## config.mk

```make
export PLATFORM = sky130hd
export DESIGN_NAME = shift_seq_ctrl
export DESIGN_NICKNAME = d
export VERILOG_FILES = /design/src/rtl/shift_seq_ctrl.sv
export SDC_FILE = /design/constraint.sdc
export NUM_CORES = 1
export LEC_CHECK = 0
export BUFFER_PORTS_ARGS = -buffer_cell sky130_fd_sc_hd__buf_2
export CAP_MARGIN = 20
export CORE_ASPECT_RATIO = 2
export CORE_MARGIN = 2
export CORE_UTILIZATION = 25
export CTS_BUF_LIST = sky130_fd_sc_hd__clkbuf_4 sky130_fd_sc_hd__clkbuf_8
export DETAILED_ROUTE_END_ITERATION = 8
export GPL_ROUTABILITY_DRIVEN = 0
export PLACE_DENSITY = 0.45
export SYNTH_ARGS = -nofsm -noshare
export SYNTH_HDL_FRONTEND = slang
export SYNTH_SLANG_ARGS = --single-unit
```

## constraint.sdc

```tcl
create_clock -name clk -period 2.8 [get_ports clk]
set_input_delay 0.28 -clock clk [delete_from_list [all_inputs] [get_ports clk]]
set_output_delay 0.28 -clock clk [all_outputs]
set_load 0.01 [all_outputs]
```

## src/rtl/shift_seq_ctrl.sv

```systemverilog
// Start/ready-sequenced controller for a WIDTH-stage shift register: loads a parallel
// word, shifts it out MSB first while capturing ser_in, and pulses done on completion.
module shift_seq_ctrl #(
  parameter  int WIDTH = 8,
  localparam int CNT_W = $clog2(WIDTH)
) (
  input  logic             clk,
  input  logic             rst,
  input  logic             start,
  input  logic [WIDTH-1:0] din,
  input  logic             ser_in,
  input  logic             shift_en,
  input  logic             abort,
  output logic             ready,
  output logic             busy,
  output logic             ser_out,
  output logic             done,
  output logic [WIDTH-1:0] dout,
  output logic [CNT_W-1:0] bit_cnt
);

  typedef enum logic [1:0] {
    ST_IDLE  = 2'd0,
    ST_SHIFT = 2'd1,
    ST_DONE  = 2'd2
  } state_e;

  localparam logic [CNT_W-1:0] LAST_CNT = CNT_W'(WIDTH - 1);

  state_e           state_q,   state_d;
  logic [WIDTH-1:0] shreg_q,   shreg_d;
  logic [WIDTH-1:0] dout_q,    dout_d;
  logic [CNT_W-1:0] bit_cnt_q, bit_cnt_d;
  logic             ready_q,   ready_d;
  logic             busy_q,    busy_d;
  logic             done_q,    done_d;
  logic             ser_out_q, ser_out_d;
  logic [WIDTH-1:0] shift_word_s;

  assign shift_word_s = {shreg_q[WIDTH-2:0], ser_in};

  // Next-state, datapath and next-output decode; outputs derive from the next state so they can be flopped.
  always_comb begin
    state_d   = state_q;
    shreg_d   = shreg_q;
    dout_d    = dout_q;
    bit_cnt_d = bit_cnt_q;
    case (state_q)
      ST_IDLE: begin
        if (start) begin
          shreg_d   = din;
          bit_cnt_d = {CNT_W{1'b0}};
          state_d   = ST_SHIFT;
        end else begin
          state_d   = ST_IDLE;
        end
      end
      ST_SHIFT: begin
        if (abort) begin
          state_d = ST_IDLE;
        end else if (shift_en) begin
          shreg_d = shift_word_s;
          if (bit_cnt_q == LAST_CNT) begin
            dout_d    = shift_word_s;
            bit_cnt_d = {CNT_W{1'b0}};
            state_d   = ST_DONE;
          end else begin
            bit_cnt_d = bit_cnt_q + CNT_W'(1);
            state_d   = ST_SHIFT;
          end
        end else begin
          state_d = ST_SHIFT;
        end
      end
      ST_DONE: begin
        state_d = ST_IDLE;
      end
      default: begin
        state_d = ST_IDLE;
      end
    endcase

    ready_d   = (state_d == ST_IDLE);
    busy_d    = (state_d == ST_SHIFT) || (state_d == ST_DONE);
    done_d    = (state_d == ST_DONE);
    ser_out_d = (state_d == ST_SHIFT) ? shreg_d[WIDTH-1] : 1'b0;
  end

  // State and output registers with synchronous reset taking priority over everything.
  always_ff @(posedge clk) begin
    if (rst) begin
      state_q   <= ST_IDLE;
      shreg_q   <= {WIDTH{1'b0}};
      dout_q    <= {WIDTH{1'b0}};
      bit_cnt_q <= {CNT_W{1'b0}};
      ready_q   <= 1'b1;
      busy_q    <= 1'b0;
      done_q    <= 1'b0;
      ser_out_q <= 1'b0;
    end else begin
      state_q   <= state_d;
      shreg_q   <= shreg_d;
      dout_q    <= dout_d;
      bit_cnt_q <= bit_cnt_d;
      ready_q   <= ready_d;
      busy_q    <= busy_d;
      done_q    <= done_d;
      ser_out_q <= ser_out_d;
    end
  end

  assign ready   = ready_q;
  assign busy    = busy_q;
  assign done    = done_q;
  assign ser_out = ser_out_q;
  assign dout    = dout_q;
  assign bit_cnt = bit_cnt_q;

endmodule

```

Yosys cells after proc, flatten, opt, wreduce, memory -nomap -nowiden
Index checks and enable logic that the tools add are counted.

Bits in registers: 25. Input bits: 14. Output and inout port bits: 15. Word-level logic and storage cells: 40.

Add/sub/neg operators: 1. Equal/unequal tests: 7. Mux-type cells: 14. Bitwise gates (word level): 2. Reductions and logical operators: 7.

Operators by type and width (number): two-way mux 8 bit (3); one-hot mux 8 bit (2 select lines) (1); two-way mux 3 bit (4); AND reduction 4 bit (2); two-way mux 2 bit (3); != test 2 bit, second input constant (3); one-hot mux 3 bit (2 select lines) (1); == test 2 x 1 -> 1 bit, second input constant (2); zero test 2 bit (2); one-hot mux 2 bit (2 select lines) (1); adder 3 x 1 -> 3 bit, second input constant (1); == test 3 bit, second input constant (1); == test 2 bit, second input constant (1); NOT 1 bit (2); nonzero test 2 bit (1); OR reduction 2 bit (1); logical OR 1 bit (1); two-way mux 1 bit (1).

Logic depth before layout (Yosys ltp)
Word-level depth: 8. Depth in mapped cells: 8. Gate-level depth less buffers: 8.

Worst setup path after synthesis
No wires, ideal clock.

Path kind: flip-flop to flip-flop. From: reg bit_cnt_q[0], in the netlist bit_cnt[0]. To: reg ser_out_q, in the netlist ser_out. Library setup time: 75 ps. Data arrival time: 1775 ps. Required time: 2725 ps. Path slack: 950 ps. Stages on the path, launching flop included: 8. Path buffers: 1. Clock period less this slack: 1850 ps. Path through: dfxtp_1 ha_1 ha_1 clkbuf_1 nand2_1 ha_1 or3b_2 o22ai_1.

Word-level cells in the longest chain between the ends: 8.

Ends and longest elaborated chain: from (decl) (RTL line 33) `logic [CNT_W-1:0] bit_cnt_q, bit_cnt_d;`; from (signal assigned) (RTL line 95) `bit_cnt_q <= {CNT_W{1'b0}};`; from (signal assigned) (RTL line 104) `bit_cnt_q <= bit_cnt_d;`; == test 3 bit (RTL line 63) `if (bit_cnt_q == LAST_CNT) begin`; two-way mux 2 bit (RTL line 63); two-way mux 2 bit (RTL line 61) `end else if (shift_en) begin`; two-way mux 2 bit (RTL line 59) `if (abort) begin`; one-hot mux 2 bit (2 select lines) (RTL line 48) `case (state_q)`; == test 2 x 1 -> 1 bit (RTL line 86) `ser_out_d = (state_d == ST_SHIFT) ? shreg_d[WIDTH-1] : 1'b0;`; NOT 1 bit (no line); OR reduction 2 bit (no line); to (signal assigned) (RTL line 108) `ser_out_q <= ser_out_d;`; to (decl) (RTL line 37) `logic ser_out_q, ser_out_d;`.

No other way between the ends. A chain may end at the register's enable or synchronous reset.

Worst setup path after layout
From: reg bit_cnt_q[0], in the netlist bit_cnt[0]. To: reg ser_out_q, in the netlist ser_out.

Word-level cells in the longest chain between the ends: 8.

Ends and longest elaborated chain: == test 3 bit (RTL line 63); two-way mux 2 bit (RTL line 63); two-way mux 2 bit (RTL line 61); two-way mux 2 bit (RTL line 59); one-hot mux 2 bit (2 select lines) (RTL line 48); net state_d[0] (RTL line 30) `state_e state_q, state_d;`; == test 2 x 1 -> 1 bit (RTL line 86); NOT 1 bit (no line); OR reduction 2 bit (no line).

The timed path passes the listed nets, and every way through them passes these cells.

==> results.py <==
metrics = {
    "floorplanning": {
        "floorplan.initialDensity": 0.258,
        "die_area_um2": 5060,
        "design.core.area_um2": 4340,
        "io_pins": 29,
        "chipWidth_um": 51.3,
        "die-height_um": 98.6,
        "floorplan.rows": 34,
    },
    "worst_setup_path": {
        "worst_ep_arrival_time_ns": 2.27,
        "critPathRequiredTime_ns": 3.00,
        "critical_path.reg2reg.endpoint": "ser_out$_SDFF_PP0_",
        "path_common_cell": "ha_1",
        "setup.worst_path.end": "ser_out$_SDFF_PP0_",
        "critPathMaxStageDelay_ns": 0.44,
        "crit_chain": "ha_1 -> ha_1 -> nand2_1 -> a31oi_1 -> nor2_1 -> ha_1 -> or3b_2 -> o22ai_1",
        "worstSetupStartpointType": "flip-flop",
        "crit_path_max_fanout": 12,
        "critical_path.slowest_cell": "or3b_2",
        "rr_worst_depth": 8,
        "setup.worst_path.class": "reg2reg",
        "timing.critical_path.to_type": "flip-flop",
        "critical_path.reg2reg.startpoint": "bit_cnt[0]$_SDFFE_PP0P_",
        "crit_start": "bit_cnt[0]$_SDFFE_PP0P_",
        "reg2reg_setup_slack_ns": 0.72,
    },
    "synthesis": {
        "yosys_warnings": 0,
        "synthAdderAreaFrac": 0.0559,
        "synth_seq_area_share": 0.447,
        "asyncSetResetFlopFracSynth": 0,
        "ys_ff_latch": 25,
        "synth_simple_gate_area_share": 0.221,
        "synth_mux_area_frac": 0,
        "syn_avg_cell_area_um2": 9.17,
        "yosys.cell_count.top_type": "dfxtp_1",
        "netlist.area_leader.share": 0.447,
        "synth-edff-count": 0,
        "post-synth-top-area-cell": "dfxtp_1",
        "post_synth_most_frequent_cells": "dfxtp_1 (25), a21oi_1 (17), nand3_1 (17)",
        "mappedNetlistNets": 141,
        "syn_inst": 122,
        "synthDistinctLibCells": 35,
        "mappedNetlistArea_um2": 1120,
        "synth.top_cells.by_area": "dfxtp_1 (45%), a21oi_1 (7.6%), nand3_1 (7.6%)",
        "synthXorXnorAreaFrac": 0,
        "dominant_synthesized_flop_cell": "dfxtp_1",
        "synthesized_area_fraction_occupied_by_ao_oa_aoi_and_oai_cells": 0.200,
        "synth_top_family_by_area": "simple AND/OR/NAND/NOR gates",
    },
    "detailed_routing": {
        "met2_wirelength_um": 1680,
        "route.final.wire_length_um": 2900,
        "drt_pass1_iterations": 4,
        "via_per_inst": 4.94,
        "wl_per_cell_um": 14.7,
        "initialDrtViolationCount": 30,
        "wl_met3_um": 104,
        "drc": 0,
        "top_layer_used": "met4",
        "wl_met1_um": 1070,
        "route.antenna.remaining_nets": 0,
        "via_count_of_the_routed_design": 974,
    },
    "place": {
        "place.detailed.hpwl_um": 2140,
        "total_of_buffers_placed_on_input_and_output_ports": 28,
        "preCtsSetupSlack_ns": 0.745,
        "postPlaceCellArea_um2": 1250,
    },
    "sta": {
        "setup-violations-final": 0,
        "finalWorstPathRequiredPeriod_ns": 2.08,
        "worst_slack_ns": 0.724,
        "worst_slew_margin_rel": 0.450,
        "worst_pin_slew_ns": 0.821,
        "timing.clock.skew_ns": 0.00282,
        "max_freq_ghz": 0.482,
        "final_clock_period_utilization_by_the_worst_path": 0.741,
        "timing_hold_violations_final": 0,
        "rsz0062_at_grt": "false",
        "drv_slew": 0,
        "post_route_setup_tns_ns": 0,
    },
    "clock_tree": {
        "clock_path_buffers": 2,
        "clk_latency_ns": 0.27,
        "clock_tree.root_cell": "clkbuf_8",
        "clock_tree.htree_level_count": 1,
        "post_cts.resized_instances": 0,
        "clk_transition_reported_paths_ns": 0.08,
        "post-cts-setup-buffer-count": 0,
        "clock-sinks": 25,
        "tritoncts_clock_tree": "yes",
        "cts-hold-fix-buffers": 0,
        "numCtsBuffers": 3,
    },
    "status": {
        "run_status": "complete, no violations",
    },
    "power": {
        "ir_worst_vdd_v": 0.000298,
        "p_leak_nw": 0.534,
        "power_density_nw_per_um2": 504,
        "power_frac_clock": 0.325,
        "power_report.internal_total_w": 0.000495,
        "comb_power_share": 0.100,
        "power.sequential.fraction": 0.576,
        "p_sw_frac": 0.245,
        "total_switching_power_w": 0.000160,
    },
    "final_layout": {
        "antenna_cells": 0,
        "drive_gt1_frac": 0.259,
        "finalNetCount": 163,
        "area_growth_syn_to_layout_pct": 16.2,
        "final_cell_area_um2": 1300,
    },
    "grt": {
        "first_global_vias": 1020,
        "first_pass_grt_wire_length_um": 4910,
        "grt_antenna_before_repair": 0,
        "grt_max_degree": 29,
        "grt-ovfl-total": 0,
        "grt_use_total": 0.129,
    },
    "hold_path": {
        "timing.hold.worst.class": "in2reg",
    },
    "job": {
        "maxCapViolCount": 0,
    },
}
[logic make-up after synthesis]
logic type,after synthesis
AOI/OAI and AO/OA,38
DFF,25
and+or+nand+nor,40
buffers and inverters,14
adders and majority gates,5
[through the flow]
step	cells	total power [W]	hold WS, ns	util
after floorplan	122	0.000429	0.428	-
after global routing	197	0.000697	0.287	0.300
after CTS	197	0.000667	0.289	0.300
final	197	0.000655	0.288	0.300
after global placement	193	0.000450	0.469	0.289
after detailed placement	193	0.000451	0.470	0.289
[registers in the layout, summed over array words and instances, names as in the netlist]
| signal | count |
|---|---|
| ready | 1 |
| dout | 8 |
| busy | 1 |
| ser_out | 1 |
| shreg_q | 8 |
| bit_cnt | 3 |
| state_q | 2 |
| done | 1 |
[how the worst min path moves through the flow]
| stage | startpoint | endpoint | slack [ns] | cells past startpoint |
|---|---|---|---|---|
| floorplan | ser_in | dout[0]$_SDFFE_PP0P_ | 0.43 | 2 |
| global placement | dout[0]$_SDFFE_PP0P_ | dout[0]$_SDFFE_PP0P_ | 0.47 | 2 |
| detailed placement | dout[6]$_SDFFE_PP0P_ | dout[6]$_SDFFE_PP0P_ | 0.47 | 2 |
| CTS | din[6] | shreg_q[6]$_SDFFE_PP0P_ | 0.29 | 3 |
| global route | din[2] | shreg_q[2]$_SDFFE_PP0P_ | 0.29 | 3 |
| finish | din[2] | shreg_q[2]$_SDFFE_PP0P_ | 0.29 | 3 |
[critical path: cells and delay by family, from the launching register on]
kind / cells / cell delay [ns]
flip-flops: 1 / 0.34
AND/OR/NAND/NOR: 3 / 0.70
AO/OA/AOI/OAI: 2 / 0.27
adder cells (fa/ha/maj): 3 / 0.70
[layout make-up]
cell class | count | area [um2]
timing repair buffer | 28 | 140
fill | 474 | 3040
multi-input combinational | 83 | 534
clock inverter | 1 | 5.00
tap | 54 | 67.6
inverter | 3 | 11.3
sequential | 25 | 500
clock buffer | 3 | 41.3
[cell usage in the layout, fill, tap and decap left out, drive strengths merged, types with 2 or more instances in the layout]
| master | count |
|---|---|
| buf | 28 |
| dfxtp | 25 |
| nand3 | 17 |
| a21oi | 17 |
| o21ai | 8 |
| a22oi | 7 |
| ha | 5 |
| inv | 3 |
| nor2b | 3 |
| nor2 | 3 |
| clkbuf | 3 |
| nand2 | 3 |
| or2 | 2 |
| nor3b | 2 |
| or3b | 2 |
[per-layer routing]
metal | global-route usage | vias up
met2 | 0.238 | 21
li1 | - | 484
met1 | 0.136 | 465
met5 | 0 | -
met4 | 0.0648 | 0
met3 | 0.0182 | 4
[power by group through the flow]
stage	logic [W]	registers (W)	clock network, W
floorplan	0.0000461	0.000383	0
global placement	0.0000648	0.000385	0
finish	0.0000652	0.000377	0.000213
global route	0.0000739	0.000380	0.000243
detailed placement	0.0000656	0.000385	0
CTS	0.0000659	0.000377	0.000224
Note: power is estimated with default switching activity, not from simulation.
